$ cat src/rtl/hazard_stall_scheduler.sv
// Pipeline hazard / stall scheduler: load-use bubbles, multi-cycle MDU sequencing,
// data-memory wait states and taken-branch flush ordering for a 5-stage pipe.
module hazard_stall_scheduler #(
  parameter int REG_AW      = 5,
  parameter int MDU_LAT     = 4,
  parameter int MEM_TIMEOUT = 15,
  parameter int CNT_W       = 16
) (
  input  logic              clk,
  input  logic              rst_n,
  input  logic [REG_AW-1:0] id_rs1,
  input  logic [REG_AW-1:0] id_rs2,
  input  logic              id_rs1_used,
  input  logic              id_rs2_used,
  input  logic              id_mdu_op,
  input  logic [REG_AW-1:0] ex_rd,
  input  logic              ex_mem_read,
  input  logic              branch_taken,
  input  logic              dmem_req,
  input  logic              dmem_ready,
  output logic              stall,
  output logic              flush_if_id,
  output logic              flush_id_ex,
  output logic              mdu_busy,
  output logic              mem_timeout,
  output logic [CNT_W-1:0]  stall_cycles
);

  localparam int MDU_CW = $clog2(MDU_LAT + 1);
  localparam int MEM_CW = $clog2(MEM_TIMEOUT + 1);
  localparam logic [MDU_CW-1:0] MDU_INIT = MDU_CW'(MDU_LAT - 1);
  localparam logic [MDU_CW-1:0] MDU_ONE  = MDU_CW'(1);
  localparam logic [MEM_CW-1:0] MEM_ONE  = MEM_CW'(1);
  localparam logic [MEM_CW-1:0] MEM_MAX  = MEM_CW'(MEM_TIMEOUT);
  localparam logic [CNT_W-1:0]  CYC_ONE  = CNT_W'(1);
  localparam logic [REG_AW-1:0] REG_ZERO = '0;

  typedef enum logic [1:0] {ST_RUN, ST_MDU, ST_MEM} state_t;

  state_t             state_q, state_d;
  logic [MDU_CW-1:0]  mdu_cnt_q, mdu_cnt_d;
  logic [MEM_CW-1:0]  mem_cnt_q, mem_cnt_d;
  logic               mem_timeout_q, mem_timeout_d;
  logic [CNT_W-1:0]   stall_cycles_q, stall_cycles_d;

  logic mem_hold;
  logic load_use;
  logic hold;
  logic stall_raw;
  logic flush_if_id_raw;
  logic flush_id_ex_raw;

  always_comb begin
    mem_hold = dmem_req & ~dmem_ready;
    load_use = ex_mem_read & (ex_rd != REG_ZERO) &
               ((id_rs1_used & (id_rs1 == ex_rd)) | (id_rs2_used & (id_rs2 == ex_rd)));
    hold     = mem_hold | (state_q == ST_MDU);

    // A frozen pipe keeps a taken branch parked in EX, so its flush waits for hold to drop.
    stall_raw       = 1'b0;
    flush_if_id_raw = 1'b0;
    flush_id_ex_raw = 1'b0;
    if (hold) begin
      stall_raw = 1'b1;
    end else if (branch_taken) begin
      flush_if_id_raw = 1'b1;
      flush_id_ex_raw = 1'b1;
    end else if (load_use) begin
      stall_raw       = 1'b1;
      flush_id_ex_raw = 1'b1;
    end
  end

  assign stall        = rst_n & stall_raw;
  assign flush_if_id  = rst_n & flush_if_id_raw;
  assign flush_id_ex  = rst_n & flush_id_ex_raw;
  assign mdu_busy     = rst_n & (state_q == ST_MDU);
  assign mem_timeout  = mem_timeout_q;
  assign stall_cycles = stall_cycles_q;

  always_comb begin
    state_d        = state_q;
    mdu_cnt_d      = mdu_cnt_q;
    mem_cnt_d      = mem_cnt_q;
    mem_timeout_d  = mem_timeout_q | (mem_cnt_q == MEM_MAX);
    stall_cycles_d = stall_cycles_q;
    if (stall_raw && (stall_cycles_q != {CNT_W{1'b1}})) begin
      stall_cycles_d = stall_cycles_q + CYC_ONE;
    end

    case (state_q)
      ST_RUN: begin
        if (mem_hold) begin
          state_d   = ST_MEM;
          mem_cnt_d = MEM_ONE;
        end else if (id_mdu_op && !branch_taken && !load_use) begin
          state_d   = ST_MDU;
          mdu_cnt_d = MDU_INIT;
        end
      end
      ST_MDU: begin
        // A memory wait arriving here only adds to stall; the countdown keeps running.
        mdu_cnt_d = mdu_cnt_q - MDU_ONE;
        if (mdu_cnt_q == MDU_ONE) begin
          state_d = ST_RUN;
        end
      end
      ST_MEM: begin
        if (dmem_ready) begin
          state_d   = ST_RUN;
          mem_cnt_d = '0;
        end else if (mem_cnt_q != MEM_MAX) begin
          mem_cnt_d = mem_cnt_q + MEM_ONE;
        end
      end
      default: begin
        state_d = ST_RUN;
      end
    endcase
  end

  always_ff @(posedge clk) begin
    if (!rst_n) begin
      state_q        <= ST_RUN;
      mdu_cnt_q      <= '0;
      mem_cnt_q      <= '0;
      mem_timeout_q  <= 1'b0;
      stall_cycles_q <= '0;
    end else begin
      state_q        <= state_d;
      mdu_cnt_q      <= mdu_cnt_d;
      mem_cnt_q      <= mem_cnt_d;
      mem_timeout_q  <= mem_timeout_d;
      stall_cycles_q <= stall_cycles_d;
    end
  end

endmodule

$ cat config.mk
export PLATFORM = sky130hd
export DESIGN_NAME = hazard_stall_scheduler
export DESIGN_NICKNAME = d
export VERILOG_FILES = /design/src/rtl/hazard_stall_scheduler.sv
export SDC_FILE = /design/constraint.sdc
export NUM_CORES = 1
export LEC_CHECK = 0
export BUFFER_PORTS_ARGS = -buffer_cell sky130_fd_sc_hd__buf_2
export CORE_MARGIN = 3
export CORE_UTILIZATION = 46
export DETAILED_ROUTE_END_ITERATION = 10
export PLACE_DENSITY = 0.77
export SLEW_MARGIN = 30
export SYNTH_ARGS = -nofsm -noshare
export SYNTH_HDL_FRONTEND = slang
export SYNTH_SLANG_ARGS = --single-unit
$ cat constraint.sdc
create_clock -name clk -period 2.1 [get_ports clk]
set_clock_uncertainty 0.2 [all_clocks]
set_input_delay 0.315 -clock clk [delete_from_list [all_inputs] [get_ports clk]]
set_output_delay 0.315 -clock clk [all_outputs]
set_load 0.02 [all_outputs]
==> reports/summary.txt, run 1 <==
PortBufs: 44
DRC errors left: 0
Period utilisation layout: 101%
Htree depth: 1
Seq/Total Area, Yosys: 35.5%
Actual slew at the worst max-slew pin: 0.350 ns
Worst setup path start: ex_rd[4]
Peak supply drop: 0.547 mV
Rows: 19
Slowest stage delay, CP: 0.54 ns
Max cap viols: 0
Cell Int Power: 0.000710 W
CP cell instances: buf_8, or4_4, o21ai_4, nor2_1, a21boi_2, nor2_2, buf_4
R2R Path Start: stall_cycles[1]
Worst endpoint required time: 1.58 ns
Initial Utilization: 50.6%
CP Capture Type: output pin
Pin count of the biggest net entering global routing: 16
Area contributors post-synth: dfxtp_1 (35%), xnor2_1 (6.0%), a21oi_1 (5.1%)
Worst hold path type: in2reg
Die H: 62.5 microns
First-pass GRT wire length: 6.44 mm
F_max: 470 MHz
Failing checks: negative setup slack
Worst setup margin: -0.0275 ns
Crit Path Max Fanout: 3
CP Buf/Inv Count: 2
Final nets: 288
DR vias/cell: 5.38
Ys Warns: 0
Final setup fails: 1
Post-synth EDFFs: 0
Minimum clock period after layout: 2.13 ns
CP top delay family: simple AND/OR/NAND/NOR gates
Switching Share: 29.1%
Critical Path Source Type: primary input
Final RePlAce weighted congestion: 0.854
Main combinational cell family by area after synthesis: simple AND/OR/NAND/NOR gates
Status: complete, but fails checks
Fin area: 2170 sq um
Post-Synth Simple-Gate Area: 27.2%
Hold Startpoint: dmem_req
Async S/R FF share, synth: 0%
#FFs+latches synth: 26
Final WL: 4.04 mm
Initial antenna violation count: 0
Top FF cell, synth: dfxtp_1
Num CTS Buffers: 3
First drt pass iteration count: 4
Hold Fails Final Rpt: 0
Worst slack, placed: -0.109 ns
N_diodes: 0
Fill cells: 223
Synth Area per Inst: 8.25 sq um
Number of vias in the routed layout: 1614
RSZ-0062 raised after global routing: yes
Crit path max-delay cell type: or4_4
Yosys cell types: 39
Core Box Area: 2900 sq um
Syn Inst Count: 178
CTS root buffer: clkbuf_4
Power density over the cells: 462 nW/um^2
Syn Nets: 206
Adder-cell share of the synthesized area: 3.41%
Die width: 62.5 microns
Critical path type: in2out
Yosys top cell area share: 35.5%
ANT nets after route: 0
Later-pin clock latency in the skew report: 0.32 ns
Io pins: 45
DIE AREA: 3900 sq um
Layout cells sized above 1: 42.2%
Fraction of synthesized cell area in xor and xnor cells: 8.35%
Clk buf depth: 2
Worst-path clk slew: 0.13 ns
Drt initial violations: 72
CTS Sinks: 26
Mux share of post-synthesis cell area: 2.05%
Sw power: 0.000292 W
Post-synthesis cell area: 1470 sq um
Number of global-route vias before repair: 1457
Post-DP HPWL: 2.80 mm
Combinational Power Share: 26.0%
Clk pwr share: 21.5%
Seq pwr share: 52.4%
Total Routing Usage GR: 19.6%
Cell taking the most area after synthesis: dfxtp_1
Slew Limit Fails: 0
Slew HR: 76.4%
Post-DR wirelength/cell: 13.5 microns
Total leakage power: 0.942 nW
Compound-gate portion of the synthesized area: 18.3%
Cell Area, Placed: 1930 sq um
GRT overflow: 0
Area Overhead vs Synth: 47.7%
Critical Path AT: 1.61 ns
CTS tree: yes
-- registers in the layout, indices dropped and copies added (netlist names) --
signal        count
mdu_cnt_q         3
mem_cnt_q         4
mem_timeout       1
stall_cycles     16
state_q           2
-- cell usage in the layout, fill, tap and decap left out, types with 3 or more instances in the layout --
master	synthesis	routed
clkbuf_4	0	3
o21ai_0	9	4
or4_1	4	3
o21ai_1	2	4
a21oi_1	15	14
buf_6	1	6
and3_1	6	6
o31ai_1	3	3
nand3_1	10	9
nor2_1	14	11
dfxtp_1	26	22
ha_1	4	3
buf_2	1	41
nand4_1	7	7
o21ai_2	1	3
xor2_1	4	4
or3_1	9	9
nand2_1	9	9
buf_4	0	34
inv_1	8	8
dfxtp_2	0	4
nor3_1	6	5
mux2i_1	3	3
xnor2_1	10	10
-- metal layers --
metal | global-route usage [%] | vias to the layer above | wire (microns)
li1 | - | 814 | -
met1 | 24.2 | 752 | 1820
met2 | 34.9 | 44 | 1990
met3 | 5.04 | 4 | 195
met4 | 2.48 | 0 | 34
met5 | 0 | - | 0
-- cell usage after synthesis (6+ instances only) --
cell and n:
a21oi_1 15, and3_1 6, dfxtp_1 26, inv_1 8, nand2_1 9, nand3_1 10, nand4_1 7, nor2_1 14
nor3_1 6, o21ai_0 9, or3_1 9, xnor2_1 10
-- worst register-to-register path: cells and delay by family (launching register included) --
family | cells | cell delay (ns)
and+or+nand+nor | 3 | 0.49
buffers and inverters | 3 | 0.44
DFF | 1 | 0.38
AOI/OAI and AO/OA | 3 | 0.38
adders and majority gates | 1 | 0.16
-- power groups by stage --
stage	clock network, W	registers (W)	logic, W
2_1_floorplan	0	0.000540	0.000121
3_3_place_gp	0	0.000533	0.000207
3_5_place_dp	0	0.000533	0.000211
4_1_cts	0.000221	0.000522	0.000236
5_1_grt	0.000236	0.000528	0.000286
6_report	0.000216	0.000526	0.000261
-- cell families after synthesis --
group / after synthesis
buffers and inverters: 15
AND/OR/NAND/NOR: 75
XOR/XNOR: 14
flip-flops: 26
multiplexers: 3
AO/OA/AOI/OAI: 41
adder cells (fa/ha/maj): 4
-- metrics by stage --
| step | utilization (%) | power (W) | setup TNS [ns] | std cells | hold slack [ns] |
|---|---|---|---|---|---|
| 5_1_grt | 74.8 | 0.00105 | -0.726 | 300 | 0.0642 |
| 3_3_place_gp | 66.5 | 0.000740 | -0.581 | 286 | 0.255 |
| 3_5_place_dp | 66.5 | 0.000745 | -1.00 | 286 | 0.264 |
| 4_1_cts | 71.4 | 0.000980 | -0.0122 | 297 | 0.0447 |
| 6_report | 74.8 | 0.00100 | -0.0275 | 300 | 0.0620 |
| 2_1_floorplan | - | 0.000661 | 0 | 178 | 0.194 |
-- timing repair --
item                       CTS  global route
cloned                       1             0
setup buffers                6             3
hold buffers                 1             0
pin swaps                    8            11
hold endpoints to repair     1             0
setup endpoints to repair    4            11
resized for setup           14            23
-- path summary, 6_finish.rpt --
path,endpoint,slack [ns],depth (start not counted)
worst min register to register,mem_timeout,0.29,2
worst max-delay path,stall,-0.03,7
worst min-delay path,state_q[1],0.06,3
worst max register to register,stall_cycles[7],0,10
-- area by class of cell --
class | instances | area, sq um | share of cell area, %
multi-input combinational | 137 | 965 | 44.5
timing repair buffer | 84 | 573 | 26.4
sequential | 26 | 526 | 24.2
tap | 42 | 52.6 | 2.42
inverter | 8 | 30.0 | 1.38
clock buffer | 3 | 22.5 | 1.04
Power figures use the tool's default switching activity.
==> run 2: changes to the inputs <==
- CORE_UTILIZATION: 46 -> 54
- PLACE_DENSITY: 0.77 -> 0.84
- clock period: 2.1 -> 2.6 ns (I/O delays scaled with it)
==> run 2 against run 1 <==
The run now ends clean. Utilization is 5.3 points lower. Cell area decreased by 19%. Power is 22% lower. Combinational power is 42% lower. Global-route usage up 2.4 points. First-iteration DRC count decreased by 26%. Worst setup slack better by 0.29 ns. Sequential share of layout area is 5.5 points higher. Critical path type unchanged.
==> reports/summary.txt, run 2 (synthesis results as in run 1) <==
Status: finished clean (was complete, but fails checks)
CTS root buffer: clkbuf_4 (unchanged)
RSZ-0062 raised after global routing: no (was yes)
Crit Path Max Fanout: 3 (unchanged)
DR vias/cell: 5.87 (was 5.38)
GRT overflow: 0 (unchanged)
Switching Share: 27.5% (was 29.1%)
Setup TNS: 0 ns (was -0.0275 ns)
Drt initial violations: 53 (was 72)
Critical path type: in2out (unchanged)
Leading cell type in the layout, fill and taps excluded: buf_2 (unchanged)
Htree depth: 1 (unchanged)
Worst setup path start: ex_rd[1] (was ex_rd[4])
Initial Utilization: 58.2% (was 50.6%)
Core Box Area: 2520 sq um (was 2900 sq um)
Critical Path AT: 1.75 ns (was 1.61 ns)
Seq pwr share: 54.7% (was 52.4%)
Sw power: 0.000214 W (was 0.000292 W)
Final WL: 3.61 mm (was 4.04 mm)
Post-DR wirelength/cell: 14.3 microns (was 13.5 microns)
Total leakage power: 0.724 nW (was 0.942 nW)
Combinational Power Share: 19.5% (was 26.0%)
Die width: 58.1 microns (was 62.5 microns)
Layout cells sized above 1: 25.7% (was 42.2%)
Pin count of the biggest net entering global routing: 25 (was 16)
Final nets: 251 (was 288)
Worst endpoint required time: 2.01 ns (was 1.58 ns)
First drt pass iteration count: 4 (unchanged)
Period utilisation layout: 90.0%
CTS Sinks: 26 (unchanged)
Area Overhead vs Synth: 19.4% (was 47.7%)
Worst slack, placed: 0.228 ns (was -0.109 ns)
F_max: 427 MHz
Peak supply drop: 0.472 mV (was 0.547 mV)
DRC errors left: 0 (unchanged)
Number of vias in the routed layout: 1480 (was 1614)
DIE AREA: 3380 sq um (was 3900 sq um)
Hold Startpoint: dmem_ready (was dmem_req)
Max reg flops: 16 (unchanged)
Actual slew at the worst max-slew pin: 0.591 ns (was 0.350 ns)
Total Routing Usage GR: 22.0% (was 19.6%)
Slew Limit Fails: 0 (unchanged)
Post-DP HPWL: 2.85 mm (was 2.80 mm)
Worst-path clk slew: 0.13 ns (about the same)
Critical Path Source Type: primary input (unchanged)
R2R Path Start: stall_cycles[0] (was stall_cycles[1])
Num CTS Buffers: 3 (unchanged)
Cells after DPL: 248 (was 286)
Final setup fails: 0 (was 1)
Final RePlAce weighted congestion: 0.812 (was 0.854)
Worst setup margin: 0.259 ns (was -0.0275 ns)
Number of global-route vias before repair: 1407 (was 1457)
Clk pwr share: 25.8% (was 21.5%)
Post-Layout Cell Count: 252 (was 300)
Post-CTS setup buffer count: 0 (was 6)
CTS tree: yes (unchanged)
Power density over the cells: 444 nW/um^2 (was 462 nW/um^2)
Initial antenna violation count: 0 (unchanged)
Later-pin clock latency in the skew report: 0.32 ns (about the same)
Rows: 18 (was 19)
ANT nets after route: 0 (unchanged)
First-pass GRT wire length: 5.97 mm (was 6.44 mm)
Clk buf depth: 2 (unchanged)
Hold Fails Final Rpt: 0 (unchanged)
Minimum clock period after layout: 2.34 ns
PortBufs: 44 (unchanged)
Cell Int Power: 0.000564 W (was 0.000710 W)
Power, Total: 0.000778 W (was 0.00100 W)
Slew HR: 60.3% (was 76.4%)
Io pins: 45 (unchanged)
CP Capture Type: output pin (unchanged)
Worst hold path type: in2reg (unchanged)
Util after Layout: 69.5% (was 74.8%)
Max cap viols: 0 (unchanged)
Most frequent cells in the layout: buf_2 (44), dfxtp_1 (26), a21oi_1 (15) (was buf_2 (41), buf_4 (34), dfxtp_1 (22))
N_diodes: 0 (unchanged)
Die H: 58.1 microns (was 62.5 microns)
==> run 2: cell count changes in the layout (fill, tap and decap cells not counted), sizes merged <==
cell / change
buf: -36
dlygate4sd3: -1
clkbuf: +1
==> run 2: worst max-delay path, cell delays in order <==
cell and delay [ns]:
buf_2 0.12, or4_1 0.54, o21ai_2 0.17, inv_1 0.09, a21oi_1 0.19, nor4_1 0.07, buf_2 0.18
==> run 2: area by class of cell <==
type                       instances  area, sq um
multi-input combinational        137          873
sequential                        26          520
fill                             223          769
timing repair buffer              47          255
inverter                           8         30.0
clock buffer                       4         36.3
tap                               30         37.5
==> run 2: stage by stage <==
stage / area [sq um] / hold WS (ns)
finish: 1750 / 0.0822
global route: 1750 / 0.0662
CTS: 1750 / 0.0760
detailed placement: 1710 / 0.267
global placement: 1710 / 0.251
floorplan: 1470 / 0.269
==> run 2: worst paths after layout <==
path	end	slack, ns	cells past startpoint
min	state_q[1]	0.08	2
max reg2reg	stall_cycles[15]	0.31	8
min reg2reg	mem_timeout	0.29	2
max	flush_id_ex	0.26	7
==> run 2: power by group through the flow <==
| stage | Sequential [W] | Combinational (W) | Clock (W) |
|---|---|---|---|
| 2_1_floorplan | 0.000435 | 0.0000974 | 0 |
| 3_3_place_gp | 0.000434 | 0.000143 | 0 |
| 3_5_place_dp | 0.000435 | 0.000151 | 0 |
| 4_1_cts | 0.000426 | 0.000152 | 0.000206 |
| 5_1_grt | 0.000429 | 0.000167 | 0.000220 |
| 6_report | 0.000426 | 0.000151 | 0.000201 |
==> run 2: repair_timing <==
action	in CTS	in global routing
endpoints found under the setup margin	0	1
resized for setup	0	1
hold buffers	0	0
==> run 2: layer usage <==
metal	track usage [%]	vias up	part of all wire (%)
li1	-	744	-
met1	24.2	689	40
met2	41.6	39	54
met3	4.45	8	4.1
met4	6.95	0	1.5
met5	0	-	0
